**config.mk**
```make
export PLATFORM = sky130hd
export DESIGN_NAME = sonar_ping_scheduler
export DESIGN_NICKNAME = d
export VERILOG_FILES = /design/src/rtl/sonar_pkg.sv /design/src/rtl/ch_mask_next.sv /design/src/rtl/sonar_ping_scheduler.sv
export SDC_FILE = /design/constraint.sdc
export NUM_CORES = 1
export LEC_CHECK = 0
export ABC_AREA = 1
export BUFFER_PORTS_ARGS = -buffer_cell sky130_fd_sc_hd__clkbuf_2
export CELL_PAD_IN_SITES_DETAIL_PLACEMENT = 1
export CELL_PAD_IN_SITES_GLOBAL_PLACEMENT = 2
export CORE_ASPECT_RATIO = 1.25
export CORE_MARGIN = 8
export CORE_UTILIZATION = 31
export DETAILED_ROUTE_END_ITERATION = 16
export PLACE_DENSITY = 0.81
export SETUP_SLACK_MARGIN = 0.2
export SLEW_MARGIN = 25
export SYNTH_ARGS = -nofsm -noshare
export SYNTH_HDL_FRONTEND = slang
export SYNTH_SLANG_ARGS = --single-unit
```
**constraint.sdc**
```tcl
create_clock -name clk -period 3.5 [get_ports clk]
set_clock_uncertainty 0.05 [all_clocks]
set_input_delay 0.7 -clock clk [delete_from_list [all_inputs] [get_ports clk]]
set_output_delay 0.7 -clock clk [all_outputs]
set_load 0.02 [all_outputs]
```
**src/rtl/sonar_pkg.sv**
```systemverilog
// rtl/sonar_pkg.sv - shared state encoding and default widths for the sonar ping scheduler
package sonar_pkg;

  localparam int DEF_N_CH    = 4;
  localparam int DEF_LEN_W   = 16;
  localparam int DEF_BURST_W = 8;

  typedef enum logic [2:0] {
    S_IDLE   = 3'd0,
    S_TX     = 3'd1,
    S_GUARD  = 3'd2,
    S_LISTEN = 3'd3,
    S_REPORT = 3'd4
  } state_t;

endpackage

```
**src/rtl/ch_mask_next.sv**
```systemverilog
// rtl/ch_mask_next.sv - next higher set channel in a mask, wrapping to the lowest set channel
module ch_mask_next #(
  parameter int N_CH = 4,
  parameter int CH_W = 2
) (
  input  logic [N_CH-1:0] mask,
  input  logic [CH_W-1:0] cur,
  output logic [CH_W-1:0] nxt,
  output logic            wrap
);

  logic [CH_W-1:0] lowest;

  // Descending scan: the last hit written is the lowest qualifying index.
  always_comb begin
    nxt    = '0;
    wrap   = 1'b1;
    lowest = '0;
    for (int i = N_CH - 1; i >= 0; i--) begin
      if (mask[i]) begin
        lowest = CH_W'(i);
        if (i > int'(cur)) begin
          nxt  = CH_W'(i);
          wrap = 1'b0;
        end
      end
    end
    if (wrap) nxt = lowest;
  end

endmodule

```
**src/rtl/sonar_ping_scheduler.sv**
```systemverilog
// rtl/sonar_ping_scheduler.sv - TX/GUARD/LISTEN/REPORT ping sequencer over a channel mask
// Optional SONAR_SCHED_TIMESTAMP_EN: per-ping timestamp from a free-running 32-bit counter.
module sonar_ping_scheduler
  import sonar_pkg::*;
#(
  parameter int N_CH    = DEF_N_CH,
  parameter int LEN_W   = DEF_LEN_W,
  parameter int BURST_W = DEF_BURST_W,
  parameter int CH_W    = (N_CH > 1) ? $clog2(N_CH) : 1
) (
  input  logic               clk,
  input  logic               rst,
  input  logic               start,
  input  logic               abort,
  input  logic [N_CH-1:0]    ch_mask,
  input  logic [BURST_W-1:0] n_bursts,
  input  logic [LEN_W-1:0]   tx_len,
  input  logic [LEN_W-1:0]   guard_len,
  input  logic [LEN_W-1:0]   listen_len,
  output logic               tx_en,
  output logic [CH_W-1:0]    tx_ch,
  output logic               rx_win,
  output logic               desc_valid,
  input  logic               desc_ready,
  output logic [CH_W-1:0]    desc_ch,
  output logic [BURST_W-1:0] desc_burst,
  output logic [31:0]        desc_ts,
  output logic               busy,
  output logic               done,
  output logic               cfg_err
);

  state_t             state_q, state_d;
  logic [LEN_W-1:0]   cnt_q, cnt_d;
  logic [CH_W-1:0]    ch_q, ch_d;
  logic [BURST_W-1:0] burst_q, burst_d;
  logic [N_CH-1:0]    mask_q, mask_d;
  logic [BURST_W-1:0] nb_q, nb_d;
  logic [LEN_W-1:0]   tx_len_q, tx_len_d;
  logic [LEN_W-1:0]   guard_q, guard_d;
  logic [LEN_W-1:0]   listen_q, listen_d;
  logic               done_q, done_d;
  logic               cfg_err_q, cfg_err_d;
`ifdef SONAR_SCHED_TIMESTAMP_EN
  logic [31:0]        tmr_q, tmr_d;
  logic [31:0]        ts_q, ts_d;
`endif

  logic [N_CH-1:0]    mask_sel;
  logic [CH_W-1:0]    cur_sel;
  logic [CH_W-1:0]    next_ch;
  logic               next_wrap;
  logic [LEN_W:0]     cnt_inc;
  logic               tx_last, guard_last, listen_last;

  // In IDLE the walker looks at the incoming mask from the top index, so it yields the lowest set bit.
  assign mask_sel = (state_q == S_IDLE) ? ch_mask : mask_q;
  assign cur_sel  = (state_q == S_IDLE) ? CH_W'(N_CH - 1) : ch_q;

  ch_mask_next #(
    .N_CH (N_CH),
    .CH_W (CH_W)
  ) u_ch_mask_next (
    .mask (mask_sel),
    .cur  (cur_sel),
    .nxt  (next_ch),
    .wrap (next_wrap)
  );

  // Zero-length TX/LISTEN behave as one cycle: cnt+1 >= 0 is always true.
  assign cnt_inc     = {1'b0, cnt_q} + (LEN_W + 1)'(1);
  assign tx_last     = cnt_inc >= {1'b0, tx_len_q};
  assign guard_last  = cnt_inc >= {1'b0, guard_q};
  assign listen_last = cnt_inc >= {1'b0, listen_q};

  always_comb begin
    state_d   = state_q;
    cnt_d     = cnt_q;
    ch_d      = ch_q;
    burst_d   = burst_q;
    mask_d    = mask_q;
    nb_d      = nb_q;
    tx_len_d  = tx_len_q;
    guard_d   = guard_q;
    listen_d  = listen_q;
    done_d    = 1'b0;
    cfg_err_d = 1'b0;
`ifdef SONAR_SCHED_TIMESTAMP_EN
    tmr_d     = tmr_q + 32'd1;
    ts_d      = ts_q;
`endif
    if (abort) begin
      if (state_q != S_IDLE) begin
        state_d = S_IDLE;
        cnt_d   = '0;
      end
    end else begin
      case (state_q)
        S_IDLE: begin
          if (start) begin
            if (ch_mask == '0 || n_bursts == '0) begin
              cfg_err_d = 1'b1;
            end else begin
              mask_d   = ch_mask;
              nb_d     = n_bursts;
              tx_len_d = tx_len;
              guard_d  = guard_len;
              listen_d = listen_len;
              ch_d     = next_ch;
              burst_d  = '0;
              cnt_d    = '0;
              state_d  = S_TX;
            end
          end
        end
        S_TX: begin
`ifdef SONAR_SCHED_TIMESTAMP_EN
          if (cnt_q == '0) ts_d = tmr_q;
`endif
          if (tx_last) begin
            cnt_d   = '0;
            state_d = (guard_q == '0) ? S_LISTEN : S_GUARD;
          end else begin
            cnt_d = cnt_inc[LEN_W-1:0];
          end
        end
        S_GUARD: begin
          if (guard_last) begin
            cnt_d   = '0;
            state_d = S_LISTEN;
          end else begin
            cnt_d = cnt_inc[LEN_W-1:0];
          end
        end
        S_LISTEN: begin
          if (listen_last) begin
            cnt_d   = '0;
            state_d = S_REPORT;
          end else begin
            cnt_d = cnt_inc[LEN_W-1:0];
          end
        end
        S_REPORT: begin
          if (desc_ready) begin
            if (next_wrap && burst_q == nb_q - BURST_W'(1)) begin
              state_d = S_IDLE;
              done_d  = 1'b1;
            end else begin
              ch_d    = next_ch;
              burst_d = next_wrap ? burst_q + BURST_W'(1) : burst_q;
              cnt_d   = '0;
              state_d = S_TX;
            end
          end
        end
        default: state_d = S_IDLE;
      endcase
    end
  end

  always_ff @(posedge clk) begin
    if (rst) begin
      state_q   <= S_IDLE;
      cnt_q     <= '0;
      ch_q      <= '0;
      burst_q   <= '0;
      mask_q    <= '0;
      nb_q      <= '0;
      tx_len_q  <= '0;
      guard_q   <= '0;
      listen_q  <= '0;
      done_q    <= 1'b0;
      cfg_err_q <= 1'b0;
`ifdef SONAR_SCHED_TIMESTAMP_EN
      tmr_q     <= '0;
      ts_q      <= '0;
`endif
    end else begin
      state_q   <= state_d;
      cnt_q     <= cnt_d;
      ch_q      <= ch_d;
      burst_q   <= burst_d;
      mask_q    <= mask_d;
      nb_q      <= nb_d;
      tx_len_q  <= tx_len_d;
      guard_q   <= guard_d;
      listen_q  <= listen_d;
      done_q    <= done_d;
      cfg_err_q <= cfg_err_d;
`ifdef SONAR_SCHED_TIMESTAMP_EN
      tmr_q     <= tmr_d;
      ts_q      <= ts_d;
`endif
    end
  end

  assign tx_en      = (state_q == S_TX);
  assign tx_ch      = tx_en ? ch_q : '0;
  assign rx_win     = (state_q == S_LISTEN);
  assign desc_valid = (state_q == S_REPORT);
  assign desc_ch    = desc_valid ? ch_q : '0;
  assign desc_burst = desc_valid ? burst_q : '0;
`ifdef SONAR_SCHED_TIMESTAMP_EN
  assign desc_ts    = desc_valid ? ts_q : '0;
`else
  assign desc_ts    = '0;
`endif
  assign busy       = (state_q != S_IDLE);
  assign done       = done_q;
  assign cfg_err    = cfg_err_q;

endmodule

```
After elaboration in Yosys (flattened, before gate mapping)
Index checks and enable logic that the tools add are counted.

operators by class
  add/subtract/negate cells = 3
  multiply operators = 0
  div/mod/pow operators = 0
  $lt $le $gt $ge = 6
  equal/unequal tests = 18
  shift-type cells = 0
  mux-type cells = 56
  bitwise operators = 6
  reductions and logical operators = 16

operator list
  kind                                                                      number
  16-bit 2-to-1 mux                                                         9
  16-bit case mux with 5 select lines                                       1
  17-bit by 16-bit >= comparator with 1-bit output                          3
  8-bit 2-to-1 mux                                                          6
  2-bit 2-to-1 mux                                                          18
  3-bit 2-to-1 mux                                                          8
  16-bit by 1-bit adder with 17-bit output (second input constant)          1
  16-bit zero test                                                          1
  8-bit case mux with 2 select lines                                        1
  3-bit case mux with 5 select lines                                        1
  7-bit AND reduction                                                       2
  3-bit inequality test (second input constant)                             4
  6-bit AND reduction                                                       2
  1-bit 2-to-1 mux                                                          10
  3-bit by 2-bit inequality test with 1-bit output (second input constant)  3
  8-bit by 1-bit adder with 8-bit output (second input constant)            1
  8-bit equality test                                                       1
  8-bit zero test                                                           1
  4-bit OR reduction                                                        2
  8-bit by 1-bit subtractor with 8-bit output (second input constant)       1
  3-bit by 2-bit equality test with 1-bit output (second input constant)    2
  2-bit by 1-bit inequality test with 1-bit output (second input constant)  3
  2-bit inequality test (second input constant)                             3
  1-bit NOT                                                                 6
  other kinds (14)                                                          15

storage, ports and cells
  bits in registers = 91
  latch bits = 0
  bits in writable memories = 0
  memory bits (read-only) = 0
  bits of input ports = 65
  output and inout bits = 50
  memories = 0

Longest topological paths before layout
  depth after elaboration = 14
  gate-level depth with buffers = 25
  gate-level depth less buffers = 25

Hierarchy
Synthesis repeated with hierarchy kept, for this count alone.

second synthesis, totals
  cells, all modules = 946
  area total of the unflattened synthesis = 6299.8 um2

by module, submodules not included
  module                times used  cells an instance  area each (um2)  sequential area each (um2)
  sonar_ping_scheduler  1           924                6206.0           1821.7
  ch_mask_next          1           22                 93.8             0.0

Worst setup path before layout
Ideal clock, no wire load.

  path kind = reg-to-reg
  start = reg cnt_q[0]
  end = reg cnt_q[2]
  library setup time = 0.068 ns
  arrival = 2.720 ns
  required time = 3.382 ns
  slack = 0.663 ns
  cell stages (with the launch flop) = 22
  path buffers = 1
  cell sequence = dfxtp_1 -> ha_1 -> nand2_1 -> inv_2 -> nand2_1 -> nor2_2 -> nand2_1 -> nor3_1 -> nand2_1 -> xor2_1 -> inv_1 -> ha_1 -> nand2_1 -> inv_1 -> nand3_1 -> nor3_1 -> a211oi_1 -> nand3_1 -> nand3_2 -> buf_6 -> nand2_1 -> a21oi_2

between the ends
  cells in the longest elaborated chain, start to end = 5
  elaborated cells on any way between the ends = 9
  those cells by class = add/sub: 1; order compare: 3; mux: 5

RTL lines
  what                                                                 line                                                                                   RTL
  start, declared                                                      sonar_ping_scheduler.sv:34                                                             logic [LEN_W-1:0] cnt_q, cnt_d;
  start signal, assigned                                               sonar_ping_scheduler.sv:180                                                            cnt_q <= cnt_d;
  16-bit by 1-bit adder with 17-bit output (*)                         sonar_ping_scheduler.sv:71                                                             assign cnt_inc = {1'b0, cnt_q} + (LEN_W + 1)'(1);
  17-bit by 16-bit >= comparator with 1-bit output (on tied branches)  sonar_ping_scheduler.sv:74, sonar_ping_scheduler.sv:72, sonar_ping_scheduler.sv:73
  16-bit 2-to-1 mux (on tied branches)                                 sonar_ping_scheduler.sv:136, sonar_ping_scheduler.sv:120, sonar_ping_scheduler.sv:128
  16-bit case mux with 5 select lines (*)                              sonar_ping_scheduler.sv:98                                                             case (state_q)
  16-bit 2-to-1 mux (*)                                                sonar_ping_scheduler.sv:92                                                             if (abort) begin

Every way passes the cells marked *; elsewhere a longest branch is shown, timed or not.
A chain may end at the register's enable or synchronous reset.

Worst setup path in the final report
  start = reg cnt_q[0]
  end = reg cnt_q[4]

Same word-level chain as after synthesis.

==> flow_summary.yaml <==
outcome:
  run_status: "finished clean"
yosys:
  synth_top_area_cell: "dfxtp_1"
  syn_inst: 871
  yosysSeqAreaShare: 0.2966
  synth_top_area_frac: 0.2966
  synth_cell_types: 47
  synth_flop_cell: "dfxtp_1"
  syn_avg_cell_area_um2: 7.052
  netlist_area_um2: 6142
  ys_warn_count: 0
  synth-async-reset-ratio: 0
  ys_ff_latch: 91
  netlist_top_cells_area: "dfxtp_1, ha_1, nand2_1, inv_1, a21oi_1"
  synth_edf_count: 0
timing:
  setup_tns_ns: 0
  fmax_ghz: 0.3299
  max_slew_margin: 0.5538
  hold_viol_final: 0
  post-route-period-util: 0.8661
  setup_viol: 0
  rsz0062_at_grt: "no"
  worstMarginPinSlew_ns: 0.6632
  fin_ws_ns: 0.4686
  period_minus_slack_ns: 3.031
  drv_slew: 0
  hold_slack_ns: 0.4061
drt:
  ant_nets: 0
  num_vias: 5542
  wl_per_cell_um: 14.77
  viasPerCell: 4.561
  drc_errors: 0
  drtIter0Drc: 128
  firstDrtPassIters: 4
  routed_wl_mm: 17.95
power:
  power_frac_comb: 0.415
  pwr-share-clk: 0.267
  p_int_mw: 2.452
  peakVddDrop_mv: 0.2280
  p_switching_mw: 1.644
  p_leak_nw: 3.265
  swShare: 0.4014
  seq_power_share: 0.319
  powerDensity_nw_per_um2: 569.8
global_routing:
  grt_max_degree: 56
  grt_pass1_wl_mm: 29.27
  grt_antenna_before_repair: 0
  grt_usage: 0.1494
  gr-total-overflow: 0
  grt_pass1_vias: 5721
critical_path:
  cp-end-kind: "flip-flop"
  worstPathRequired_ns: 3.68
  r2r_end: "cnt_q[4]"
  critPathLaunchType: "flip-flop"
  critical_path_arrival_ns: 3.21
  crit_type: "reg -> reg"
  cp-startpoint: "cnt_q[0]"
  critPathMaxFanout: 8
  reg2reg_depth: 23
  reg2reg_from: "cnt_q[0]"
  reg2reg_slack_ns: 0.47
placed_design:
  gp_congestion: 0.8494
  io_buffers: 82
  dp_hpwl_mm: 14.26
  pre_cts_ws_ns: 0.1281
layout:
  fin_util: 0.3692
  fillCellCount: 2510
  syn_to_final_growth_pct: 17.03
  diodes: 0
  finalNetCount: 1061
  drive_gt1_frac: 0.2032
min_path:
  holdPathEnd: "mask_q[0]"
  hp-class: "reg -> reg"
  min-delay-start: "mask_q[0]"
  hold_path_depth: 2
clocking:
  cts.path.max_buffers: 2
  cts-root-buf: "clkbuf_16"
  cts_sinks: 91
  htreeDepth: 3
  cts_made_buffers: 9
  ctsHoldBuffers: 0
  clk_pin_slew_worst_paths_ns: 0.07
  clock_latency_ns: 0.36
  cts_tree: "done"
die:
  die_x_um: 141.9
  start_util: 0.3155
  die_area_um2: 24600
  core_um2: 19470
  io_pins: 115
  placementRows: 57
  die_y_um: 173.4
run:
  cap_violations: 0
[worst max-delay path: stages (launching register included)]
cell and delay (ns):
dfxtp_2 0.35, ha_2 0.18, nand2_1 0.08, inv_2 0.08
nand2_2 0.08, nor2_4 0.15, nand2_2 0.10, xor2_2 0.17
inv_1 0.14, ha_1 0.33, nand2_1 0.06, inv_1 0.05
nand2_1 0.07, nor2_2 0.17, a21oi_1 0.08, nand3_1 0.08
nand2_1 0.05, nand2_1 0.07, nand2_2 0.07, nand3_2 0.08
nand3_4 0.11, clkbuf_16 0.18, nand2_1 0.07, a21oi_2 0.05
[how the worst max path moves through the flow]
stage	slack, ns	endpoint	cells past startpoint
final	0.47	cnt_q[4]	23
after floorplan	0.66	cnt_q[2]	21
after global routing	0.18	cnt_q[15]	22
after CTS	0.21	cnt_q[9]	24
after global placement	0.17	cnt_q[5]	23
after detailed placement	0.13	cnt_q[3]	23
[cell families after synthesis]
kind of cell             after synthesis  share of synthesized area
AND/OR/NAND/NOR                      313                     0.2444
AO/OA/AOI/OAI                        189                     0.1660
other                                  1                  0.0006105
buffers and inverters                203                     0.1556
flip-flops                            91                     0.2966
adder cells (fa/ha/maj)               51                     0.1039
XOR/XNOR                              23                    0.03280
[area by class of cell]
cell class / instances / area [µm²] / area share
Clock buffer: 12 / 256.5 / 0.03568
Clock inverter: 4 / 72.57 / 0.01010
Inverter: 141 / 544.3 / 0.07572
Multi-Input combinational cell: 608 / 3616 / 0.5030
Sequential cell: 91 / 1824 / 0.2538
Tap cell: 265 / 331.6 / 0.04613
Timing Repair Buffer: 94 / 543.0 / 0.07554
[cells in the final DEF, fill, tap and decap left out, types with 3 or more instances in the layout]
cell,netlist,routed
o21bai_1,4,3
clkbuf_16,0,10
a21o_1,3,3
nand3_4,2,4
nand2_2,12,16
nor2_1,78,72
buf_4,33,9
nor3_1,13,9
a21oi_2,11,12
a21oi_1,91,90
conb_1,1,32
dfxtp_1,91,89
nand4_1,12,12
o21ai_0,71,70
nand3_1,20,18
clkbuf_2,0,82
nand3b_1,3,3
nand2_1,147,143
nor4_1,4,4
xnor2_1,5,5
inv_1,133,129
nor2_4,6,7
o21ai_1,4,4
ha_1,51,49
xor2_1,18,16
nor2_2,2,7
inv_2,5,9
nor3_2,1,4
nand3_2,5,5
[metal layers]
metal,global-route usage,routed length (µm),part of all wire,up-vias
li1,-,-,-,2880
met1,0.1763,7874,0.44,2546
met2,0.2616,9049,0.50,99
met3,0.02480,665,0.037,17
met4,0.06012,355,0.020,0
met5,0,0,0,-
[through the flow]
stage          instances  power, mW  cell area [µm²]
6_report            1215      4.096             7188
5_1_grt             1215      4.436             7188
4_1_cts             1213      4.043             7022
3_5_place_dp        1197      2.926             6689
3_3_place_gp        1197      2.911             6689
2_1_floorplan        902      2.563             6259
[synthesized netlist by cell type, types with 5 or more instances]
| master | instances |
|---|---|
| buf_4 | 33 |
| nor3_1 | 13 |
| nor2_4 | 6 |
| nand3_1 | 20 |
| a21oi_2 | 11 |
| nand4_1 | 12 |
| dfxtp_1 | 91 |
| xnor2_1 | 5 |
| o21ai_0 | 71 |
| nor2_1 | 78 |
| nand2_2 | 12 |
| nand2_1 | 147 |
| inv_2 | 5 |
| xor2_1 | 18 |
| clkbuf_1 | 18 |
| inv_1 | 133 |
| ha_1 | 51 |
| nand3_2 | 5 |
| a21oi_1 | 91 |
[what timing repair did]
action | CTS | global route
buffers inserted | 0 | 1
endpoints found under the setup margin | 17 | 19
pin swaps | 0 | 6
cloned | 0 | 1
resized for setup | 2 | 35
endpoints found under the hold margin | 0 | 0
[power by group through the flow]
| stage | clock network [mW] | logic [mW] | registers (mW) |
|---|---|---|---|
| finish | 1.09 | 1.70 | 1.30 |
| global route | 1.17 | 1.94 | 1.33 |
| CTS | 1.13 | 1.61 | 1.31 |
| detailed placement | 0 | 1.60 | 1.33 |
| global placement | 0 | 1.59 | 1.32 |
| floorplan | 0 | 1.27 | 1.29 |
[flip-flops by register name (all words and copies together) (netlist names)]
signal and count:
cnt_q 16, tx_len_q 16, ch_q 2, done 1, burst_q 8, mask_q 4
listen_q 16, nb_q 8, state_q 3, cfg_err 1, guard_q 16
No activity file was read; power rests on OpenSTA's default activity.
